--- config.mk ---
export PLATFORM = sky130hd
export DESIGN_NAME = seq_restoring_divider_flat
export DESIGN_NICKNAME = d
export VERILOG_FILES = /design/src/rtl/seq_restoring_divider_if.sv /design/src/rtl/seq_restoring_divider.sv /design/src/flat_wrapper.sv
export SDC_FILE = /design/constraint.sdc
export NUM_CORES = 1
export LEC_CHECK = 0
export BUFFER_PORTS_ARGS = -buffer_cell sky130_fd_sc_hd__buf_2
export CAP_MARGIN = 20
export CORE_UTILIZATION = 40
export DETAILED_ROUTE_END_ITERATION = 7
export PLACE_DENSITY_LB_ADDON = 0.25
export SETUP_SLACK_MARGIN = 0.2
export SLEW_MARGIN = 15
export SYNTH_ARGS = -nofsm -noshare
export SYNTH_HDL_FRONTEND = slang
export SYNTH_SLANG_ARGS = --single-unit
--- constraint.sdc ---
create_clock -name clk -period 1.9 [get_ports clk]
set_input_delay 0.095 -clock clk [delete_from_list [all_inputs] [get_ports clk]]
set_output_delay 0.095 -clock clk [all_outputs]
set_load 0.02 [all_outputs]
--- src/rtl/seq_restoring_divider_if.sv ---
// ----------------------------------------------------------------------------
// seq_restoring_divider_if
// Start/done handshake and operand/result bundle for the sequential restoring
// divider.
//   start        requester -> divider  request, sampled only while the divider is idle
//   dividend     requester -> divider  unsigned numerator
//   divisor      requester -> divider  unsigned denominator
//   busy         divider -> requester  high while quotient bits are being produced
//   done         divider -> requester  one-cycle pulse, results valid
//   quotient     divider -> requester  unsigned quotient, held until the next result
//   remainder    divider -> requester  unsigned remainder, held until the next result
//   div_by_zero  divider -> requester  captured divisor was zero
// master = requester side, slave = divider side.
// ----------------------------------------------------------------------------
interface seq_restoring_divider_if #(
    parameter int WIDTH = 4
);
    logic             start;
    logic [WIDTH-1:0] dividend;
    logic [WIDTH-1:0] divisor;
    logic             busy;
    logic             done;
    logic [WIDTH-1:0] quotient;
    logic [WIDTH-1:0] remainder;
    logic             div_by_zero;

    modport master (
        output start, dividend, divisor,
        input  busy, done, quotient, remainder, div_by_zero
    );

    modport slave (
        input  start, dividend, divisor,
        output busy, done, quotient, remainder, div_by_zero
    );
endinterface

--- src/rtl/seq_restoring_divider.sv ---
// ----------------------------------------------------------------------------
// seq_restoring_divider
// Multi-cycle unsigned restoring divider, one quotient bit per clock.
// Ports:
//   clk     rising-edge clock
//   rst     synchronous active-high reset, overrides everything (aborts a division)
//   div_if  slave side of seq_restoring_divider_if (start/operands in,
//           busy/done/quotient/remainder/div_by_zero out)
// A nonzero-divisor division takes WIDTH CALC cycles plus one DONE cycle; a
// zero divisor goes straight to DONE with quotient all ones and remainder equal
// to the dividend.
// ----------------------------------------------------------------------------
module seq_restoring_divider #(
    parameter int WIDTH = 4
) (
    input  logic                  clk,
    input  logic                  rst,
    seq_restoring_divider_if.slave div_if
);
    localparam int CNT_W = $clog2(WIDTH) + 1;

    typedef enum logic [1:0] {
        IDLE = 2'd0,
        CALC = 2'd1,
        DONE = 2'd2
    } state_t;

    state_t           state_q, state_d;
    // Partial remainder; the extra compare bit only lives in rs below, since
    // the stored remainder is always below the divisor.
    logic [WIDTH-1:0] r_q, r_d;
    logic [WIDTH-1:0] q_q, q_d;
    logic [WIDTH-1:0] dvs_q, dvs_d;
    logic [CNT_W-1:0] cnt_q, cnt_d;
    logic [WIDTH-1:0] quo_q, quo_d;
    logic [WIDTH-1:0] rem_q, rem_d;
    logic             dbz_q, dbz_d;

    // Shifted partial remainder, WIDTH+1 bits so the compare cannot overflow.
    logic [WIDTH:0]   rs;

    always_comb begin
        state_d = state_q;
        r_d     = r_q;
        q_d     = q_q;
        dvs_d   = dvs_q;
        cnt_d   = cnt_q;
        quo_d   = quo_q;
        rem_d   = rem_q;
        dbz_d   = dbz_q;
        rs      = {r_q, q_q[WIDTH-1]};

        case (state_q)
            IDLE: begin
                if (div_if.start) begin
                    if (div_if.divisor != '0) begin
                        dvs_d   = div_if.divisor;
                        r_d     = '0;
                        q_d     = div_if.dividend;
                        cnt_d   = '0;
                        dbz_d   = 1'b0;
                        state_d = CALC;
                    end else begin
                        quo_d   = '1;
                        rem_d   = div_if.dividend;
                        dbz_d   = 1'b1;
                        state_d = DONE;
                    end
                end
            end
            CALC: begin
                if (rs >= {1'b0, dvs_q}) begin
                    // Difference is below the divisor, so WIDTH bits hold it exactly.
                    r_d = rs[WIDTH-1:0] - dvs_q;
                    q_d = {q_q[WIDTH-2:0], 1'b1};
                end else begin
                    r_d = rs[WIDTH-1:0];
                    q_d = {q_q[WIDTH-2:0], 1'b0};
                end
                cnt_d = cnt_q + 1'b1;
                if (cnt_q == CNT_W'(WIDTH - 1)) begin
                    quo_d   = q_d;
                    rem_d   = r_d;
                    state_d = DONE;
                end
            end
            DONE: begin
                state_d = IDLE;
            end
            default: begin
                state_d = IDLE;
            end
        endcase
    end

    always_ff @(posedge clk) begin
        if (rst) begin
            state_q <= IDLE;
            r_q     <= '0;
            q_q     <= '0;
            dvs_q   <= '0;
            cnt_q   <= '0;
            quo_q   <= '0;
            rem_q   <= '0;
            dbz_q   <= 1'b0;
        end else begin
            state_q <= state_d;
            r_q     <= r_d;
            q_q     <= q_d;
            dvs_q   <= dvs_d;
            cnt_q   <= cnt_d;
            quo_q   <= quo_d;
            rem_q   <= rem_d;
            dbz_q   <= dbz_d;
        end
    end

    assign div_if.busy        = (state_q == CALC);
    assign div_if.done        = (state_q == DONE);
    assign div_if.quotient    = quo_q;
    assign div_if.remainder   = rem_q;
    assign div_if.div_by_zero = dbz_q;

endmodule

--- src/flat_wrapper.sv ---
// flat-port wrapper written by rule: the top's interface ports become plain ports
module seq_restoring_divider_flat 
#(
    parameter int WIDTH = 4
)
  (clk, rst, div_if_start, div_if_dividend, div_if_divisor, div_if_busy, div_if_done, div_if_quotient, div_if_remainder, div_if_div_by_zero);
  seq_restoring_divider_if #(.WIDTH(WIDTH)) div_if_i ();
  input  logic clk;
  input  logic rst;
  input wire logic [$bits(div_if_i.start)-1:0] div_if_start;
  input wire logic [$bits(div_if_i.dividend)-1:0] div_if_dividend;
  input wire logic [$bits(div_if_i.divisor)-1:0] div_if_divisor;
  output wire logic [$bits(div_if_i.busy)-1:0] div_if_busy;
  output wire logic [$bits(div_if_i.done)-1:0] div_if_done;
  output wire logic [$bits(div_if_i.quotient)-1:0] div_if_quotient;
  output wire logic [$bits(div_if_i.remainder)-1:0] div_if_remainder;
  output wire logic [$bits(div_if_i.div_by_zero)-1:0] div_if_div_by_zero;
  assign div_if_i.start = div_if_start;
  assign div_if_i.dividend = div_if_dividend;
  assign div_if_i.divisor = div_if_divisor;
  assign div_if_busy = div_if_i.busy;
  assign div_if_done = div_if_i.done;
  assign div_if_quotient = div_if_i.quotient;
  assign div_if_remainder = div_if_i.remainder;
  assign div_if_div_by_zero = div_if_i.div_by_zero;
  seq_restoring_divider #(.WIDTH(WIDTH)) u_core (.clk(clk), .rst(rst), .div_if(div_if_i));
endmodule
* Word level (Yosys, flattened, before mapping)
Index checks and enable logic that the tools add are counted.
Word-level totals: ROM bits 0, flip-flop bits (word level) 26, bits of input ports 11, logic and storage cells 50, latch bits 0, output and inout bits 11, RAM bits 0, memories kept 0
Cells by class: magnitude comparators 1, reduce and logical (&&, ||, !) cells 8, bitwise logic cells 0, multiplexer cells 24, divide/modulo/power cells 0, add/sub/neg operators 2, shift-type cells 0, multiply operators 0, equality and inequality tests 7
Operator list (number):
- $mux 4 | 11
- $pmux 4 s2 | 4
- $mux 2 | 3
- $mux 3 | 2
- $pmux 3 s2 | 1
- $reduce_and 3->1 | 2
- $ge 5x4->1 | 1
- $ne 2x1->1 const B | 2
- $ne 2x2->1 const B | 2
- $pmux 2 s2 | 1
- $reduce_and 2->1 | 2
- $reduce_and 4->1 | 1
- $reduce_bool 4->1 | 1
- $sub 4x4->4 | 1
- $add 3x1->3 const B | 1
- $eq 3x2->1 const B | 1
- $eq 2x1->1 const B | 1
- $eq 2x2->1 const B | 1
- $logic_not 2->1 | 1
- $mux 1 | 2
- $reduce_bool 2->1 | 1

* Longest topological paths before layout
Gate-level depths: netlist (run 1).
depth in word-level cells 4, mapped depth 8

* Worst setup path before layout (run 1)
No wires, ideal clock.
path type reg2reg, start point register u_core.dvs_q[1], end point register u_core.rem_q[0] (netlist: u_core.div_if.remainder[0]), path buffers 0, data required time 1.762 ns, arrival time 1.654 ns, cell stages (with the launch flop) 8, setup slack 0.108 ns, path through dfxtp_1 inv_1 ha_1 or4_4 a21oi_1 nor2_1 o211ai_1 a311oi_2
On the way: cells in the longest elaborated chain, start to end 4
Ends and longest elaborated chain:
- start: declaration | line seq_restoring_divider.sv:33 | logic [WIDTH-1:0] dvs_q, dvs_d;
- start signal: assignment | line seq_restoring_divider.sv:110 | dvs_q <= dvs_d;
- $ge 5x4->1 | line seq_restoring_divider.sv:72 | if (rs >= {1'b0, dvs_q}) begin
- $mux 4 | line seq_restoring_divider.sv:72
- $mux 4 | line seq_restoring_divider.sv:81 | if (cnt_q == CNT_W'(WIDTH - 1)) begin
- $pmux 4 s2 | line seq_restoring_divider.sv:53 | case (state_q)
- end signal: assignment | line seq_restoring_divider.sv:113 | rem_q <= rem_d;
- end: declaration | line seq_restoring_divider.sv:36 | logic [WIDTH-1:0] rem_q, rem_d;
No other way between the ends. The select of a mux whose other input is x is not followed. A chain may end at the register's enable or synchronous reset.

* Final worst setup path (run 1)
start point register u_core.r_q[2], end point register u_core.rem_q[0] (netlist: u_core.div_if.remainder[0])
On the way: cells in the longest elaborated chain, start to end 4
Ends and longest elaborated chain:
- start: declaration | line seq_restoring_divider.sv:31 | logic [WIDTH-1:0] r_q, r_d;
- start signal: assignment | line seq_restoring_divider.sv:108 | r_q <= r_d;
- $ge 5x4->1 | line seq_restoring_divider.sv:72
- $mux 4 | line seq_restoring_divider.sv:72
- $mux 4 | line seq_restoring_divider.sv:81
- $pmux 4 s2 | line seq_restoring_divider.sv:53
No other way between the ends. The select of a mux whose other input is x is not followed.

==> results of run 1 <==
worst max-delay path: cells and delay by family (launching register included):
family                   cells  cell delay [ps]
flip-flops                   1              380
AND/OR/NAND/NOR              2              610
adder cells (fa/ha/maj)      1              170
AO/OA/AOI/OAI                3              610
power groups by stage:
| stage | registers, µW | logic [µW] | clock network (µW) |
|---|---|---|---|
| floorplan | 613 | 219 | 0 |
| global placement | 612 | 281 | 0 |
| detailed placement | 613 | 290 | 0 |
| CTS | 605 | 320 | 394 |
| global route | 609 | 367 | 417 |
| finish | 605 | 333 | 384 |
routing by layer:
metal	vias up	track usage (%)	wire length, µm
met4	0	9.97	82
met5	-	0	0
met3	9	2.38	100
met1	581	24.0	1410
li1	610	-	-
met2	26	29.8	1430
registers in the layout, summed over array words and instances, names as in the netlist:
signal and count:
u_core.q_q 4, u_core.state_q 2, u_core.div_if.div_by_zero 1, u_core.r_q 4
u_core.div_if.quotient 4, u_core.cnt_q 3, u_core.div_if.remainder 4, u_core.dvs_q 4
placed cells by master, fill, tap and decap left out, types with 5 or more instances in the layout:
cell,netlist,routed
buf_4,0,9
nor2_1,25,24
a311oi_1,8,8
a21oi_1,12,11
buf_2,0,21
dfxtp_2,0,6
nand2_1,24,24
inv_1,8,5
dfxtp_1,26,20
logic make-up (layout without fill, tap and decap cells):
group / Yosys count / after routing / synth area share (%)
flip-flops: 26 / 26 / 39.0
AND/OR/NAND/NOR: 64 / 64 / 21.5
XOR/XNOR: 1 / 1 / 0.657
adder cells (fa/ha/maj): 7 / 7 / 7.13
AO/OA/AOI/OAI: 41 / 41 / 23.5
multiplexers: 1 / 1 / 0.750
buffers and inverters: 15 / 44 / 7.41
worst paths after layout:
| kind | end | slack, ps | cells past startpoint |
|---|---|---|---|
| setup / recovery | u_core.div_if.remainder[0] | 40 | 6 |
| hold / removal | u_core.dvs_q[2] | 20 | 3 |
| setup reg to reg | u_core.div_if.remainder[0] | 40 | 6 |
| hold reg to reg | u_core.dvs_q[2] | 460 | 2 |
cell type report:
cell class | instances | area [µm²] | area share (%)
Clock buffer | 3 | 22.5 | 1.38
Tap cell | 44 | 55.1 | 3.37
Sequential cell | 26 | 528 | 32.3
Timing Repair Buffer | 32 | 203 | 12.4
Inverter | 8 | 30.0 | 1.84
Clock inverter | 1 | 30.0 | 1.84
Multi-Input combinational cell | 114 | 764 | 46.8
metrics by stage:
| step | setup WS [ps] | utilization, % |
|---|---|---|
| floorplan | 164 | - |
| global placement | 46.6 | 48.0 |
| detailed placement | 9.67 | 48.0 |
| CTS | 80.3 | 52.2 |
| global route | -42.4 | 52.6 |
| finish | 41.9 | 52.6 |
timing repair:
item                                    in CTS  in global routing
buffers inserted                             3                  1
hold buffers                                 1                  0
endpoints found under the setup margin       9                 10
gates resized for setup                     14                  2
hold endpoints to repair                     1                  0
pin swaps                                    8                  1
==> results.txt, run 1 <==
RSZ-0062 raised after global routing: true
CTS max path bufs: 2
vias in the first global route: 1167
die area: 3570 µm²
Area growth syn-to-layout: 22.4%
Comb power frac: 25.2%
dpl cell area: 1490 µm²
Max-cap violations: 0
Most used DFF post-synth: dfxtp_1
fmax: 538 MHz
CTS tree: done
slowest stage delay, CP: 530 ps
Rel. slew slack: 53.7%
initial antenna violation count: 0
n_diodes: 0
core footprint: 3100 µm²
Clk Latency, worst-skew pair: 340 ps
Avg Cell Area, Syn: 8.61 µm²
# fillers: 318
All-Layer GR Usage: 18.5%
gr ovfl total: 0
first-pass GRT wire length: 4970 µm
Non-Filler Instances: 228
fin area: 1630 µm²
syn nets: 173
gp weighted congestion: 0.933
CTS Root Cell: clkbuf_4
height of the chip: 59.7 µm
Final Max Slew Viols: 0
Chip Width: 59.7 µm
Startpoint Class: register
most common cell in the netlist: dfxtp_1
Synth Cell Area: 1330 µm²
Fin Hold WS: 17.1 ps
Net Switching: 387 µW
synth top area cells: dfxtp_1, nor2_1, nand2_1, ha_1, a311oi_1
status: finished clean
clock power share: 29.0%
CTS Buf Count: 3
Final Critical Period: 1860 ps
Post-DP HPWL: 2160 µm
crit share post-route: 97.8%
final wirelength: 3020 µm
leakage: 0.000652 µW
Hold Fails Final Rpt: 0
Placed Cells: 219
Int Pwr: 935 µW
critical path class: register to register
ANT nets after route: 0
Arrival @ worst endpoint: 2100 ps
Clock Sinks: 26
I/O Pins: 22
synthesis-stage register bit count: 26
total number of vias: 1226
routed vias/inst: 5.38
Reg clk slew, reported paths: 150 ps
Critical Path Start: u_core.r_q[2]
Hold Crit Start: div_if_divisor[2]
RR Startpoint: u_core.r_q[2]
Worst-Margin Slew: 692 ps
Async SR Flop Fraction: 0%
Post-synth top cells: dfxtp_1, nor2_1, nand2_1
Sequential Power Share: 45.8%
nature of the critical path endpoint: register
Cell Chain, Critical Path: ha_4 -> or4_4 -> a21o_1 -> nand3_1 -> o211ai_1 -> a311oi_2
power per cell area: 810 nW/µm²
Net Sw Frac: 29.3%
number of synthesized flops with an enable pin: 0
H-Tree Depth: 1
share of the synthesized area in the top cell type: 39.0%
layout cells sized above 1: 32.6%
Setup TNS: 0 ps
Initial DRC Count: 51
Crit-path slowest cell: or4_4
synth warn: 0
Synth Instances: 155
post-synth top area cell: dfxtp_1
# DRC: 0
Pre-Repair DR Iteration Count: 4
drt wl/cell: 13.3 µm
Rows: 20
total power: 1320 µW
Final Setup Violations: 0
# port buffers: 21
Worst Skew: 20.5 ps
Final nets: 203
Crit Path Max Fanout: 3
Netlist cell types: 36
Hold Path Class: input pin to register
worst vdd ir: 0.000352 V
sequential area share after synthesis: 39.0%
initial core utilization: 43.0%
largest net degree at the start of global routing: 27
CP required: 2150 ps
Note: power is estimated with default switching activity, not from simulation.
==> inputs of run 2 (changes only) <==
HOLD_SLACK_MARGIN = 0.1   (was unset)
SLEW_MARGIN = unset   (was 15)
==> run 2 against run 1 <==
Flip-flop and latch count is the same. Combinational power grew 4%. Count of clock-buffer cells in the layout is the same. Die area is the same. Critical path type unchanged. Critical endpoint unchanged. Largest cell class unchanged. Largest power group unchanged.
==> results.txt, run 2 (synthesis gave the netlist of run 1 again) <==
power per cell area: 781 nW/µm²
Final nets: 210
Rows: 20
critical path class: register to register
Critical Path Start: u_core.r_q[2]
RR Startpoint: u_core.r_q[2]
Hold Path Class: input pin to register
die area: 3570 µm²
slowest stage delay, CP: 530 ps
Hold Fails Final Rpt: 0
most frequent cells in the layout: nand2_1, nor2_1, buf_2
Final Core Density: 55.2%
Hold Crit Start: div_if_divisor[0]
Critical path buffers and inverters: 0
Post-DP HPWL: 2160 µm
CTS tree: done
total power: 1340 µW
Crit-path slowest cell: or4_4
initial antenna violation count: 0
Startpoint Class: register
Area growth syn-to-layout: 28.3%
height of the chip: 59.7 µm
ANT nets after route: 0
Max-cap violations: 0
routed vias/inst: 5.40
Clk Latency, worst-skew pair: 340 ps
n_diodes: 0
Initial DRC Count: 42
Clock Sinks: 26
Chip Width: 59.7 µm
# DRC: 0
Rel. slew slack: 65.9%
initial core utilization: 43.0%
Worst Skew: 20.6 ps
largest net degree at the start of global routing: 27
core footprint: 3100 µm²
CTS max path bufs: 2
fmax: 538 MHz
total number of vias: 1269
# port buffers: 21
dpl cell area: 1490 µm²
fin area: 1710 µm²
final wirelength: 3060 µm
CP required: 2150 ps
nature of the critical path endpoint: register
drt wl/cell: 13.0 µm
delay-heaviest family, CP: simple AND/OR/NAND/NOR gates
leakage: 0.000682 µW
Cell Chain, Critical Path: ha_4 -> or4_4 -> a21o_1 -> nand3_1 -> o211ai_1 -> a311oi_2
Worst-Margin Slew: 512 ps
layout cells sized above 1: 32.5%
status: finished clean
most common cell after layout, fill and taps aside: nand2_1
crit share post-route: 97.8%
Pre-Repair DR Iteration Count: 4
RSZ-0062 raised after global routing: true
H-Tree Depth: 1
Crit Path Max Fanout: 3
CTS Root Cell: clkbuf_4
gr ovfl total: 0
Final Setup Violations: 0
gp weighted congestion: 0.933
All-Layer GR Usage: 18.9%
I/O Pins: 22
first-pass GRT wire length: 5090 µm
vias in the first global route: 1188
worst vdd ir: 0.000353 V
Reg clk slew, reported paths: 150 ps
Final Max Slew Viols: 0
CTS Buf Count: 3
Arrival @ worst endpoint: 2110 ps
Final Critical Period: 1860 ps
-- run 2: changes by cell type in the layout (fill, tap and decap cells not counted) --
| cell | previous run | this run |
|---|---|---|
| nor4_2 | 0 | 1 |
| dlygate4sd3_1 | 1 | 8 |
| nor2_1 | 24 | 23 |
| nor4_1 | 1 | 0 |
| nor2_2 | 1 | 2 |
-- run 2: worst reg2reg max path, stage by stage, from the launching register on --
cell      delay [ps]
dfxtp_2          380
ha_4             170
or4_4            530
a21o_1           210
nand3_1           80
o211ai_1         150
a311oi_2         250
-- run 2: final cells by class --
| type | instances | area, µm² |
|---|---|---|
| Multi-Input combinational cell | 114 | 773 |
| Tap cell | 44 | 55.1 |
| Timing Repair Buffer | 39 | 273 |
| Inverter | 8 | 30.0 |
| Sequential cell | 26 | 528 |
| Clock buffer | 3 | 22.5 |
| Fill cell | 309 | 1390 |
| Clock inverter | 1 | 30.0 |
-- run 2: per-stage QoR --
step / TNS (ps) / hold WS, ps / setup slack [ps] / cells
global route: -63.3 / 137 / -42.4 / 235
CTS: 0 / 124 / 80.3 / 234
detailed placement: 0 / 366 / 9.67 / 219
floorplan: 0 / 231 / 164 / 155
finish: 0 / 128 / 41.6 / 235
global placement: 0 / 361 / 46.6 / 219
-- run 2: power breakdown --
part	internal [µW]	switching, µW	total, µW	leakage, µW
clock	214	171	385	0.0000279
combinational	152	193	346	0.000440
sequential	579	26.2	605	0.000215
total	945	391	1340	0.000682
-- run 2: worst paths after layout --
kind / depth (start not counted) / end / slack (ps)
setup / recovery: 6 / u_core.div_if.remainder[0] / 40
hold / removal: 4 / u_core.div_if.div_by_zero / 130
setup reg to reg: 6 / u_core.div_if.remainder[0] / 40
hold reg to reg: 2 / u_core.dvs_q[2] / 460
-- run 2: timing repair --
action	CTS	global route
hold buffers	8	0
buffers inserted	3	1
resized for setup	14	4
endpoints found under the setup margin	9	15
pin swaps	8	1
hold endpoints to repair	11	0
-- run 2: metal layers --
layer	vias up	wire [µm]	track usage, %
met3	9	124	2.38
met1	598	1360	24.1
met2	36	1480	31.1
met5	-	0	0
li1	626	-	-
met4	0	85	9.97
